`config.mk`:
```
export PLATFORM = sky130hd
export DESIGN_NAME = tank_bullet
export DESIGN_NICKNAME = d
export VERILOG_FILES = /design/src/rtl/tank_bullet.sv
export SDC_FILE = /design/constraint.sdc
export NUM_CORES = 1
export LEC_CHECK = 0
export ABC_AREA = 1
export CAP_MARGIN = 20
export CORE_AREA = 2 2 204 206
export CTS_CLUSTER_SIZE = 28
export DETAILED_ROUTE_END_ITERATION = 10
export DIE_AREA = 0 0 206 208
export MAX_ROUTING_LAYER = met4
export SLEW_MARGIN = 30
export SYNTH_ARGS = -nofsm -noshare
export SYNTH_HDL_FRONTEND = slang
export SYNTH_SLANG_ARGS = --single-unit
```
`constraint.sdc`:
```
create_clock -name Clk -period 5.44 [get_ports Clk]
set_input_delay 1.088 -clock Clk [delete_from_list [all_inputs] [get_ports Clk]]
set_output_delay 1.088 -clock Clk [all_outputs]
set_load 0.005 [all_outputs]
```
`src/rtl/tank_bullet.sv`:
```
// Bullet pool: spawns on fire+frame tick, moves live bullets each frame, drives a per-pixel mask.
// Define TANK_BULLET_COOLDOWN_EN to block spawning for COOLDOWN_FRAMES ticks after each spawn.
module tank_bullet #(
  parameter int NUM_BULLETS     = 4,
  parameter int BULLET_SIZE     = 4,
  parameter int BULLET_SPEED    = 4,
  parameter int TANK_SIZE       = 32,
  parameter int X_MAX           = 639,
  parameter int Y_MAX           = 479,
  parameter int COOLDOWN_FRAMES = 8
) (
  input  logic                   Clk,
  input  logic                   Reset_n,
  input  logic                   frame_clk,
  input  logic                   is_shooting,
  input  logic [2:0]             tank_dir,
  input  logic [9:0]             tank_X,
  input  logic [9:0]             tank_Y,
  input  logic [9:0]             DrawX,
  input  logic [9:0]             DrawY,
  output logic                   is_bullet,
  output logic [NUM_BULLETS-1:0] bullet_active,
  output logic [3:0]             bullet_count,
  output logic                   fire_ack
);

  localparam logic [2:0]  DIR_UP    = 3'd1;
  localparam logic [2:0]  DIR_RIGHT = 3'd2;
  localparam logic [2:0]  DIR_LEFT  = 3'd3;
  localparam logic [2:0]  DIR_DOWN  = 3'd4;
  localparam logic [10:0] SZ        = 11'(BULLET_SIZE);
  localparam logic [10:0] SPD       = 11'(BULLET_SPEED);
  localparam logic [9:0]  SPD10     = 10'(BULLET_SPEED);
  localparam logic [10:0] TS        = 11'(TANK_SIZE);
  localparam logic [10:0] HOFF      = 11'((TANK_SIZE - BULLET_SIZE) / 2);
  localparam logic [10:0] XLIM      = 11'(X_MAX + 1);
  localparam logic [10:0] YLIM      = 11'(Y_MAX + 1);
  localparam logic [10:0] XSP_MAX   = 11'(X_MAX - BULLET_SIZE + 1);
  localparam logic [10:0] YSP_MAX   = 11'(Y_MAX - BULLET_SIZE + 1);

  if (NUM_BULLETS < 1 || NUM_BULLETS > 8 || COOLDOWN_FRAMES < 0 || COOLDOWN_FRAMES > 15) begin : g_param_bad
    $error("tank_bullet: parameter out of range");
  end

  logic [1:0]             fsync_q;
  logic                   tick;
  logic                   fire_req_q, fire_req_d;
  logic                   fire_ack_q;
  logic [NUM_BULLETS-1:0] active_q, active_d, free_oh;
  logic [9:0]             x_q [NUM_BULLETS];
  logic [9:0]             x_d [NUM_BULLETS];
  logic [9:0]             y_q [NUM_BULLETS];
  logic [9:0]             y_d [NUM_BULLETS];
  logic [2:0]             dir_q [NUM_BULLETS];
  logic [2:0]             dir_d [NUM_BULLETS];
  logic [3:0]             count_q, count_d;
  logic [10:0]            sp_x, sp_y;
  logic                   sp_ok, free_vld, gate, spawn;

  assign tick       = fsync_q[0] & ~fsync_q[1];
  assign fire_req_d = is_shooting | (fire_req_q & ~tick);

  // Spawn position from the live tank inputs; negative coordinates are caught before subtraction.
  always_comb begin
    sp_x  = {1'b0, tank_X};
    sp_y  = {1'b0, tank_Y};
    sp_ok = 1'b1;
    case (tank_dir)
      DIR_UP: begin
        sp_x = {1'b0, tank_X} + HOFF;
        if ({1'b0, tank_Y} < SZ) sp_ok = 1'b0;
        else                     sp_y  = {1'b0, tank_Y} - SZ;
      end
      DIR_DOWN: begin
        sp_x = {1'b0, tank_X} + HOFF;
        sp_y = {1'b0, tank_Y} + TS;
      end
      DIR_LEFT: begin
        if ({1'b0, tank_X} < SZ) sp_ok = 1'b0;
        else                     sp_x  = {1'b0, tank_X} - SZ;
        sp_y = {1'b0, tank_Y} + HOFF;
      end
      DIR_RIGHT: begin
        sp_x = {1'b0, tank_X} + TS;
        sp_y = {1'b0, tank_Y} + HOFF;
      end
      default: sp_ok = 1'b0;
    endcase
    if (sp_x > XSP_MAX || sp_y > YSP_MAX) sp_ok = 1'b0;
  end

  always_comb begin
    free_oh  = '0;
    free_vld = 1'b0;
    for (int i = 0; i < NUM_BULLETS; i++) begin
      if (!active_q[i] && !free_vld) begin
        free_oh[i] = 1'b1;
        free_vld   = 1'b1;
      end
    end
  end

`ifdef TANK_BULLET_COOLDOWN_EN
  logic [3:0] cd_q, cd_d;

  assign gate = (cd_q == 4'd0);

  always_comb begin
    cd_d = cd_q;
    if (spawn)                       cd_d = 4'(COOLDOWN_FRAMES);
    else if (tick && cd_q != 4'd0)   cd_d = cd_q - 4'd1;
  end

  always_ff @(posedge Clk or negedge Reset_n) begin
    if (!Reset_n) cd_q <= 4'd0;
    else          cd_q <= cd_d;
  end
`else
  assign gate = 1'b1;
`endif

  assign spawn = tick & fire_req_q & gate & free_vld & sp_ok;

  // Move or retire every live slot; the spawn lands only in a slot that was free, so no overlap.
  always_comb begin
    active_d = active_q;
    count_d  = 4'd0;
    for (int i = 0; i < NUM_BULLETS; i++) begin
      x_d[i]   = x_q[i];
      y_d[i]   = y_q[i];
      dir_d[i] = dir_q[i];
      if (tick && active_q[i]) begin
        case (dir_q[i])
          DIR_UP:
            if ({1'b0, y_q[i]} < SPD) active_d[i] = 1'b0;
            else                      y_d[i]      = y_q[i] - SPD10;
          DIR_DOWN:
            if ({1'b0, y_q[i]} + SPD + SZ > YLIM) active_d[i] = 1'b0;
            else                                  y_d[i]      = y_q[i] + SPD10;
          DIR_LEFT:
            if ({1'b0, x_q[i]} < SPD) active_d[i] = 1'b0;
            else                      x_d[i]      = x_q[i] - SPD10;
          DIR_RIGHT:
            if ({1'b0, x_q[i]} + SPD + SZ > XLIM) active_d[i] = 1'b0;
            else                                  x_d[i]      = x_q[i] + SPD10;
          default: ;
        endcase
      end
      if (spawn && free_oh[i]) begin
        active_d[i] = 1'b1;
        x_d[i]      = sp_x[9:0];
        y_d[i]      = sp_y[9:0];
        dir_d[i]    = tank_dir;
      end
      count_d = count_d + 4'(active_d[i]);
    end
  end

  always_ff @(posedge Clk or negedge Reset_n) begin
    if (!Reset_n) begin
      fsync_q    <= 2'b00;
      fire_req_q <= 1'b0;
      fire_ack_q <= 1'b0;
      active_q   <= '0;
      count_q    <= 4'd0;
      for (int i = 0; i < NUM_BULLETS; i++) begin
        x_q[i]   <= 10'd0;
        y_q[i]   <= 10'd0;
        dir_q[i] <= 3'd0;
      end
    end else begin
      fsync_q    <= {fsync_q[0], frame_clk};
      fire_req_q <= fire_req_d;
      fire_ack_q <= spawn;
      active_q   <= active_d;
      count_q    <= count_d;
      for (int i = 0; i < NUM_BULLETS; i++) begin
        x_q[i]   <= x_d[i];
        y_q[i]   <= y_d[i];
        dir_q[i] <= dir_d[i];
      end
    end
  end

  always_comb begin
    is_bullet = 1'b0;
    for (int i = 0; i < NUM_BULLETS; i++) begin
      if (active_q[i] &&
          {1'b0, DrawX} >= {1'b0, x_q[i]} && {1'b0, DrawX} <= {1'b0, x_q[i]} + SZ - 11'd1 &&
          {1'b0, DrawY} >= {1'b0, y_q[i]} && {1'b0, DrawY} <= {1'b0, y_q[i]} + SZ - 11'd1)
        is_bullet = 1'b1;
    end
  end

  assign bullet_active = active_q;
  assign bullet_count  = count_q;
  assign fire_ack      = fire_ack_q;

endmodule

```
==> out/metrics.yaml, run 1 <==
global_route:
  grt_pass1_vias: 14700
  antenna_found_initial: 0
  grt.total_usage_pct: 23.2
  grt-ovfl-total: 0
  grt_start_max_net_pins: 66
  grt_pass1_wl_um: 77600
synthesis:
  syn_inst: 2433
  synth_cell_type_count: 50
  ys_ff_latch: 103
  synth-simple-area-share_pct: 37.6
  yosys_warnings: 0
  synth_top_family_by_area: "simple AND/OR/NAND/NOR gates"
  mappedNetlistNets: 2711
  synth-compound-area-share_pct: 12.0
  syn_avg_cell_area_um2: 6.28
  yosysSeqAreaShare_pct: 16.9
  syn-cell-area_mm2: 0.0153
  synth_xor_area_share_pct: 5.55
  synth_mux_area_share_pct: 0
  synthAdderAreaFrac_pct: 19.0
power_and_ir_drop:
  p_seq_share_pct: 42.4
  p_leak_nw: 9.01
  switching_share_pct: 33.4
  p_comb_share_pct: 19.0
  fin_total_pwr_mw: 1.81
  power_frac_clock_pct: 38.6
  switchingPower_mw: 0.604
  p_int_mw: 1.20
  peakVddDrop_mv: 0.173
  p_per_area_mw_per_mm2: 107
floorplanning:
  die_x_um: 206
  die_area_mm2: 0.0428
  start_util_pct: 37.7
  die_h_um: 208
  top_level_ports: 57
  core_mm2: 0.0406
  num_rows: 74
place:
  dp_hpwl_um: 39300
  gp_congestion: 0.924
  io_buffers: 55
worst_setup_path:
  cpPeakStageDelay_ps: 700
  crit_buf_inv: 3
  crit_path_start_kind: "input pin"
  worstPathArrival_ps: 4060
  crit_path_end_kind: "output pin"
  cp.required_ps: 4350
  critPathMostFrequentCell: "nand2_1"
  crit_chain: "clkdlybuf4s50_1 > ha_1 > nand2_1 > nor3_1 > nand2_1 > o2111ai_1 > nand2_1 > inv_1 > nand4_1 > nand4_1 > clkdlybuf4s50_1"
  critical_path_class: "in -> out"
  slowest_stage: "clkdlybuf4s50_1"
  cp_max_fo: 8
  cp_top_family: "buffers and inverters"
drt:
  drtIter0Drc: 1102
  vias_per_cell: 5.30
  wl_met3_um: 2050
  num_vias: 16100
  wl_per_cell_um: 16.0
  drc_errors: 0
  wl_met2_um: 22500
  top_layer: "met4"
  dr.pass1.iters: 6
  wirelength_um: 48600
  met1Wirelength_um: 23100
  postRouteAntennaNets: 0
sta:
  tightest_slew_ps: 918
  fin_setup_tns_ps: 0
  period_minus_slack_ps: 5150
  setup_viol: 0
  rsz0062_at_grt: "no"
  fin_skew_ps: 12.3
  slew_headroom_pct: 38.3
  slew_viol_final: 0
  hold_viol: 0
  max_freq_ghz: 0.194
  fin_crit_sh_pct: 94.7
cts:
  clk_pin_slew_ps: 90
  cts_tree: "yes"
  hold_buffers: 0
  cts_root_buf: "clkbuf_16"
  post_cts_buffers: 0
  cts_made_buffers: 9
  clock_path_buffers: 2
  clock_sinks: 103
  clock_latency_ps: 380
  htreeDepth: 3
finish:
  fill_cells: 4396
  nNetsFinal: 2771
  most-common-layout-cells: "nand2_1, nand3_1, inv_1"
  seqCellArea_mm2: 0.00258
  diodes: 0
  multi_input_area_mm2: 0.0114
  drive_gt1_share_pct: 4.32
  mostFrequentLayoutCell: "nand2_1"
  area_growth_pct: 10.4
worst_hold_path:
  min_path_type: "reg -> reg"
outcome:
  status: "completed"
run:
  cap_violations: 0
-- worst register-to-register path, stage by stage (launching register included) --
cell     delay (ps)
dfrtp_1         540
inv_2           170
ha_1            370
inv_1            90
nor2_1          140
nand4_1         150
nor2_1          160
a21oi_1          80
nor2_1          110
nand3_1         300
nand3_1         240
nor3_1           60
o21ai_0         500
fa_1            530
ha_1            260
ha_1            290
-- cells by family after synthesis --
family	after synthesis
and+or+nand+nor	1330
buffers and inverters	345
AOI/OAI and AO/OA	327
adders and majority gates	231
DFF	103
xor gates and xnor gates	96
other	1
-- power groups by stage --
stage / sequential (mW) / clock (mW) / combinational, mW
6_report: 0.766 / 0.697 / 0.343
5_1_grt: 0.767 / 0.739 / 0.382
4_1_cts: 0.766 / 0.711 / 0.346
3_5_place_dp: 0.782 / 0 / 0.345
3_3_place_gp: 0.782 / 0 / 0.339
2_1_floorplan: 0.782 / 0 / 0.174
-- Yosys cell counts (all sizes together) --
cell / n / area, um2
a211oi: 7 / 52.6
a21boi: 2 / 15.0
a21o: 2 / 15.0
a21oi: 94 / 482
a22oi: 3 / 22.5
a31oi: 10 / 62.6
a41o: 1 / 10.0
and3: 1 / 6.26
buf: 32 / 191
clkbuf: 10 / 37.5
clkinv: 5 / 18.8
conb: 1 / 3.75
dfrtp: 103 / 2580
fa: 1 / 20.0
ha: 230 / 2880
inv: 298 / 1120
nand2: 619 / 2350
nand3: 305 / 1570
nand3b: 6 / 45.0
nand4: 62 / 388
nor2: 274 / 1040
nor2b: 1 / 6.26
nor3: 54 / 287
nor3b: 1 / 7.51
nor4: 4 / 25.0
nor4b: 1 / 8.76
o2111ai: 20 / 175
o211ai: 14 / 105
o21a: 4 / 30.0
o21ai: 164 / 821
o21bai: 3 / 22.5
o22ai: 2 / 12.5
o31ai: 1 / 7.51
or2: 2 / 12.5
xnor2: 11 / 96.3
xor2: 85 / 752
-- final cells by class --
class / instances / area share [%]
clock buffer: 9 / 1.34
clock inverter: 7 / 0.460
inverter: 303 / 6.74
multi-input combinational: 1985 / 67.3
sequential: 103 / 15.3
tap: 532 / 3.95
timing repair buffer: 91 / 4.87
-- through the flow --
stage / utilization (%) / cells / area, um2 / setup WS (ps) / hold slack, ps
2_1_floorplan: - / 2433 / 15300 / 1480 / 354
3_3_place_gp: 40.8 / 3014 / 16500 / 273 / 365
3_5_place_dp: 40.8 / 3014 / 16500 / 232 / 367
4_1_cts: 41.5 / 3030 / 16800 / 30.8 / 387
5_1_grt: 41.6 / 3030 / 16900 / 20.8 / 401
6_report: 41.6 / 3030 / 16900 / 289 / 385
-- flip-flops by register name, indices dropped and copies added, names as in the netlist --
register	count
x_q	40
y_q	40
dir_q	12
bullet_active	4
bullet_count	3
fsync_q	2
fire_ack	1
fire_req_q	1
-- timing repair --
action | CTS | global route
hold endpoints to repair | 0 | 0
setup endpoints to repair | 0 | 1
resized for setup | 0 | 11
-- per-layer routing --
metal  up-vias  GRT usage (%)
li1       8236              -
met1      7425           31.9
met2       341           36.9
met3        51           1.91
met4         0           5.32
met5         -              -
-- final timing paths --
| kind | start | endpoint | slack, ps | cells past startpoint |
|---|---|---|---|---|
| hold reg to reg | fsync_q[0]$_DFF_PN0_ | fsync_q[1]$_DFF_PN0_ | 380 | 0 |
| setup reg to reg | y_q[2]$_DFFE_PN0P_ | bullet_count[1]$_DFF_PN0_ | 1320 | 15 |
| setup / recovery | DrawX[3] | is_bullet | 290 | 11 |
| hold / removal | fsync_q[0]$_DFF_PN0_ | fsync_q[1]$_DFF_PN0_ | 380 | 0 |
| max in group asynchronous | Reset_n | x_q[32]$_DFFE_PN0P_ | 3710 | 2 |
| min in group asynchronous | Reset_n | fsync_q[0]$_DFF_PN0_ | 680 | 1 |
Note: power is estimated with default switching activity, not from simulation.
==> run 2: changes to the inputs <==
--- a/config.mk
+++ b/config.mk
@@ -12,6 +12,7 @@
 export DETAILED_ROUTE_END_ITERATION = 10
 export DIE_AREA = 0 0 206 208
 export MAX_ROUTING_LAYER = met4
+export PLACE_DENSITY_LB_ADDON = 0.12
 export SLEW_MARGIN = 30
 export SYNTH_ARGS = -nofsm -noshare
 export SYNTH_HDL_FRONTEND = slang
==> out/metrics.yaml, run 2 (synthesis gave the netlist of run 1 again) <==
sta:
  fin_skew_ps: 13.4  # +1.10 ps
  slew_headroom_pct: 43.6  # +5.3 points
  slew_viol_final: 0  # unchanged
  max_freq_ghz: 0.199  # +2.4%
  tightest_slew_ps: 839  # -79.0 ps
  rsz0062_at_grt: "no"
  fin_ws_ps: 409  # +119 ps
  fin_setup_tns_ps: 0  # unchanged
  fin_crit_sh_pct: 92.5  # -2.2 points
  period_minus_slack_ps: 5030  # -119 ps
  setup_viol: 0  # unchanged
  hold_viol: 0  # unchanged
cts:
  hold_buffers: 0  # unchanged
  cts_root_buf: "clkbuf_16"
  clk_pin_slew_ps: 70  # -20 ps
  clock_path_buffers: 2  # unchanged
  clock_latency_ps: 380  # about the same
  htreeDepth: 3  # unchanged
  cts_tree: "yes"
  cts_made_buffers: 9  # unchanged
  clock_sinks: 103  # unchanged
floorplanning:
  core_mm2: 0.0406  # unchanged
  num_rows: 74  # unchanged
  die_x_um: 206  # unchanged
  top_level_ports: 57  # unchanged
  die_area_mm2: 0.0428  # unchanged
  die_h_um: 208  # unchanged
  start_util_pct: 37.7  # unchanged
place:
  placed_cells: 3009  # -0.17%
  gp_congestion: 0.927  # +0.34%
  io_buffers: 55  # unchanged
  dpl_cell_area_mm2: 0.0165  # -0.22%
  post-place-ws_ps: 178  # -54.7 ps
  dp_hpwl_um: 41500  # +5.5%
worst_setup_path:
  crit_path_start_kind: "flip-flop"
  cp_max_fo: 6  # -2
  crit_path_end_kind: "output pin"
  worstPathArrival_ps: 3940  # -120 ps
  cp.required_ps: 4350  # about the same
  critical_path_class: "reg -> out"
power_and_ir_drop:
  p_int_mw: 1.24  # +3.1%
  peakVddDrop_mv: 0.154  # -11%
  p_per_area_mw_per_mm2: 108  # +0.71%
  p_seq_share_pct: 42.1  # -0.3 points
  power_frac_clock_pct: 38.9  # +0.3 points
  p_comb_share_pct: 19.0  # about the same
  p_leak_nw: 9.05  # +0.35%
  switching_share_pct: 32.0  # -1.4 points
  switchingPower_mw: 0.583  # -3.5%
finish:
  multi_input_area_mm2: 0.0114  # about the same
  nNetsFinal: 2774  # +0.11%
  fill_cells: 4360  # -0.82%
  seqCellArea_mm2: 0.00259  # about the same
  diodes: 0  # unchanged
  largestRegisters: "x_q: 40 flops, y_q: 40 flops, dir_q: 12 flops"
  most-common-layout-cells: "nand2_1, nand3_1, inv_1"
  drive_gt1_share_pct: 4.56  # +0.23 points
  stdcell_area_mm2: 0.0169  # +0.16%
  area_growth_pct: 10.6
  stdcell_count: 3033  # +0.099%
  mostFrequentLayoutCell: "nand2_1"
global_route:
  grt.total_usage_pct: 24.8  # +1.6 points
  grt-ovfl-total: 0  # unchanged
  grt_pass1_vias: 14900  # +1.4%
  grt_util_met3_pct: 1.74  # -0.17 points
  grt_use_met2_pct: 39.7  # +2.8 points
  grt_busiest_layer: "met2"
  use_met1_pct: 34.3  # +2.4 points
  grt_pass1_wl_um: 82200  # +5.9%
  grt_start_max_net_pins: 69  # +4.5%
  antenna_found_initial: 0  # unchanged
worst_hold_path:
  min_path_type: "reg -> reg"
drt:
  drtIter0Drc: 1160  # +5.3%
  dr.pass1.iters: 5  # -1
  vias_per_cell: 5.32  # +0.35%
  postRouteAntennaNets: 0  # unchanged
  wirelength_um: 52000  # +7.0%
  num_vias: 16100  # +0.45%
  wl_per_cell_um: 17.1  # +6.9%
  drc_errors: 0  # unchanged
run:
  cap_violations: 0  # unchanged
outcome:
  status: "completed"
-- run 2: changes by cell type in the layout (fill, tap and decap cells not counted), sizes merged --
cell,delta
bufinv,+1
clkdlybuf4s50,-1
clkinvlp,+1
inv,-1
clkbuf,+1
clkinv,-2
dlymetal6s2s,+1
buf,+3
-- run 2: metal layers --
layer	routed length [um]	share of wire [%]
met1	25200	48
met2	23800	46
met3	1980	3.8
met4	1030	2.0
met5	0	0
-- run 2: worst paths after layout --
check                                startpoint                        end  slack [ps]  cells after the start
max in group asynchronous               Reset_n         y_q[3]$_DFFE_PN0P_        3660                      2
hold / removal             fsync_q[0]$_DFF_PN0_       fsync_q[1]$_DFF_PN0_         380                      0
min in group asynchronous               Reset_n        x_q[27]$_DFFE_PN0P_         720                      1
setup / recovery             y_q[2]$_DFFE_PN0P_                  is_bullet         410                     19
setup reg to reg            x_q[22]$_DFFE_PN0P_  bullet_count[1]$_DFF_PN0_        1560                     19
hold reg to reg            fsync_q[0]$_DFF_PN0_       fsync_q[1]$_DFF_PN0_         380                      0
-- run 2: layout make-up --
cell class,count,area share [%]
clock inverter,6,0.407
multi-input combinational,1985,67.2
sequential,103,15.3
tap,532,3.94
timing repair buffer,94,5.01
inverter,303,6.75
clock buffer,10,1.36
-- run 2: power by group through the flow --
stage	clock network [mW]	registers, mW	logic [mW]
2_1_floorplan	0	0.782	0.174
3_3_place_gp	0	0.782	0.344
3_5_place_dp	0	0.782	0.348
4_1_cts	0.724	0.766	0.350
5_1_grt	0.753	0.767	0.387
6_report	0.709	0.766	0.347
-- run 2: timing repair --
item,CTS,global route
endpoints found under the hold margin,0,0
buffers inserted,0,8
endpoints found under the setup margin,1,1
pin swaps,0,1
resized for setup,3,12
-- run 2: stage by stage --
| stage | util, % | total power, mW | hold WS (ps) |
|---|---|---|---|
| after floorplan | - | 0.956 | 354 |
| after global placement | 40.7 | 1.13 | 359 |
| after detailed placement | 40.7 | 1.13 | 361 |
| after CTS | 41.4 | 1.84 | 378 |
| after global routing | 41.7 | 1.91 | 398 |
| final | 41.7 | 1.82 | 376 |
-- run 2: worst max-delay path, stage by stage, from the launching register on --
cell and delay (ps):
dfrtp_2 450, ha_1 220, nand2_1 80, inv_1 80, nand3_1 140, nor2_1 130
nand2_1 70, nand2_1 220, inv_1 90, nor3_1 270, xor2_1 200, inv_1 70
ha_1 280, nand2_1 80, nor4_1 50, a22oi_1 180, nand3_1 230, nand3_1 170
nand4_1 280, dlymetal6s2s_1 260
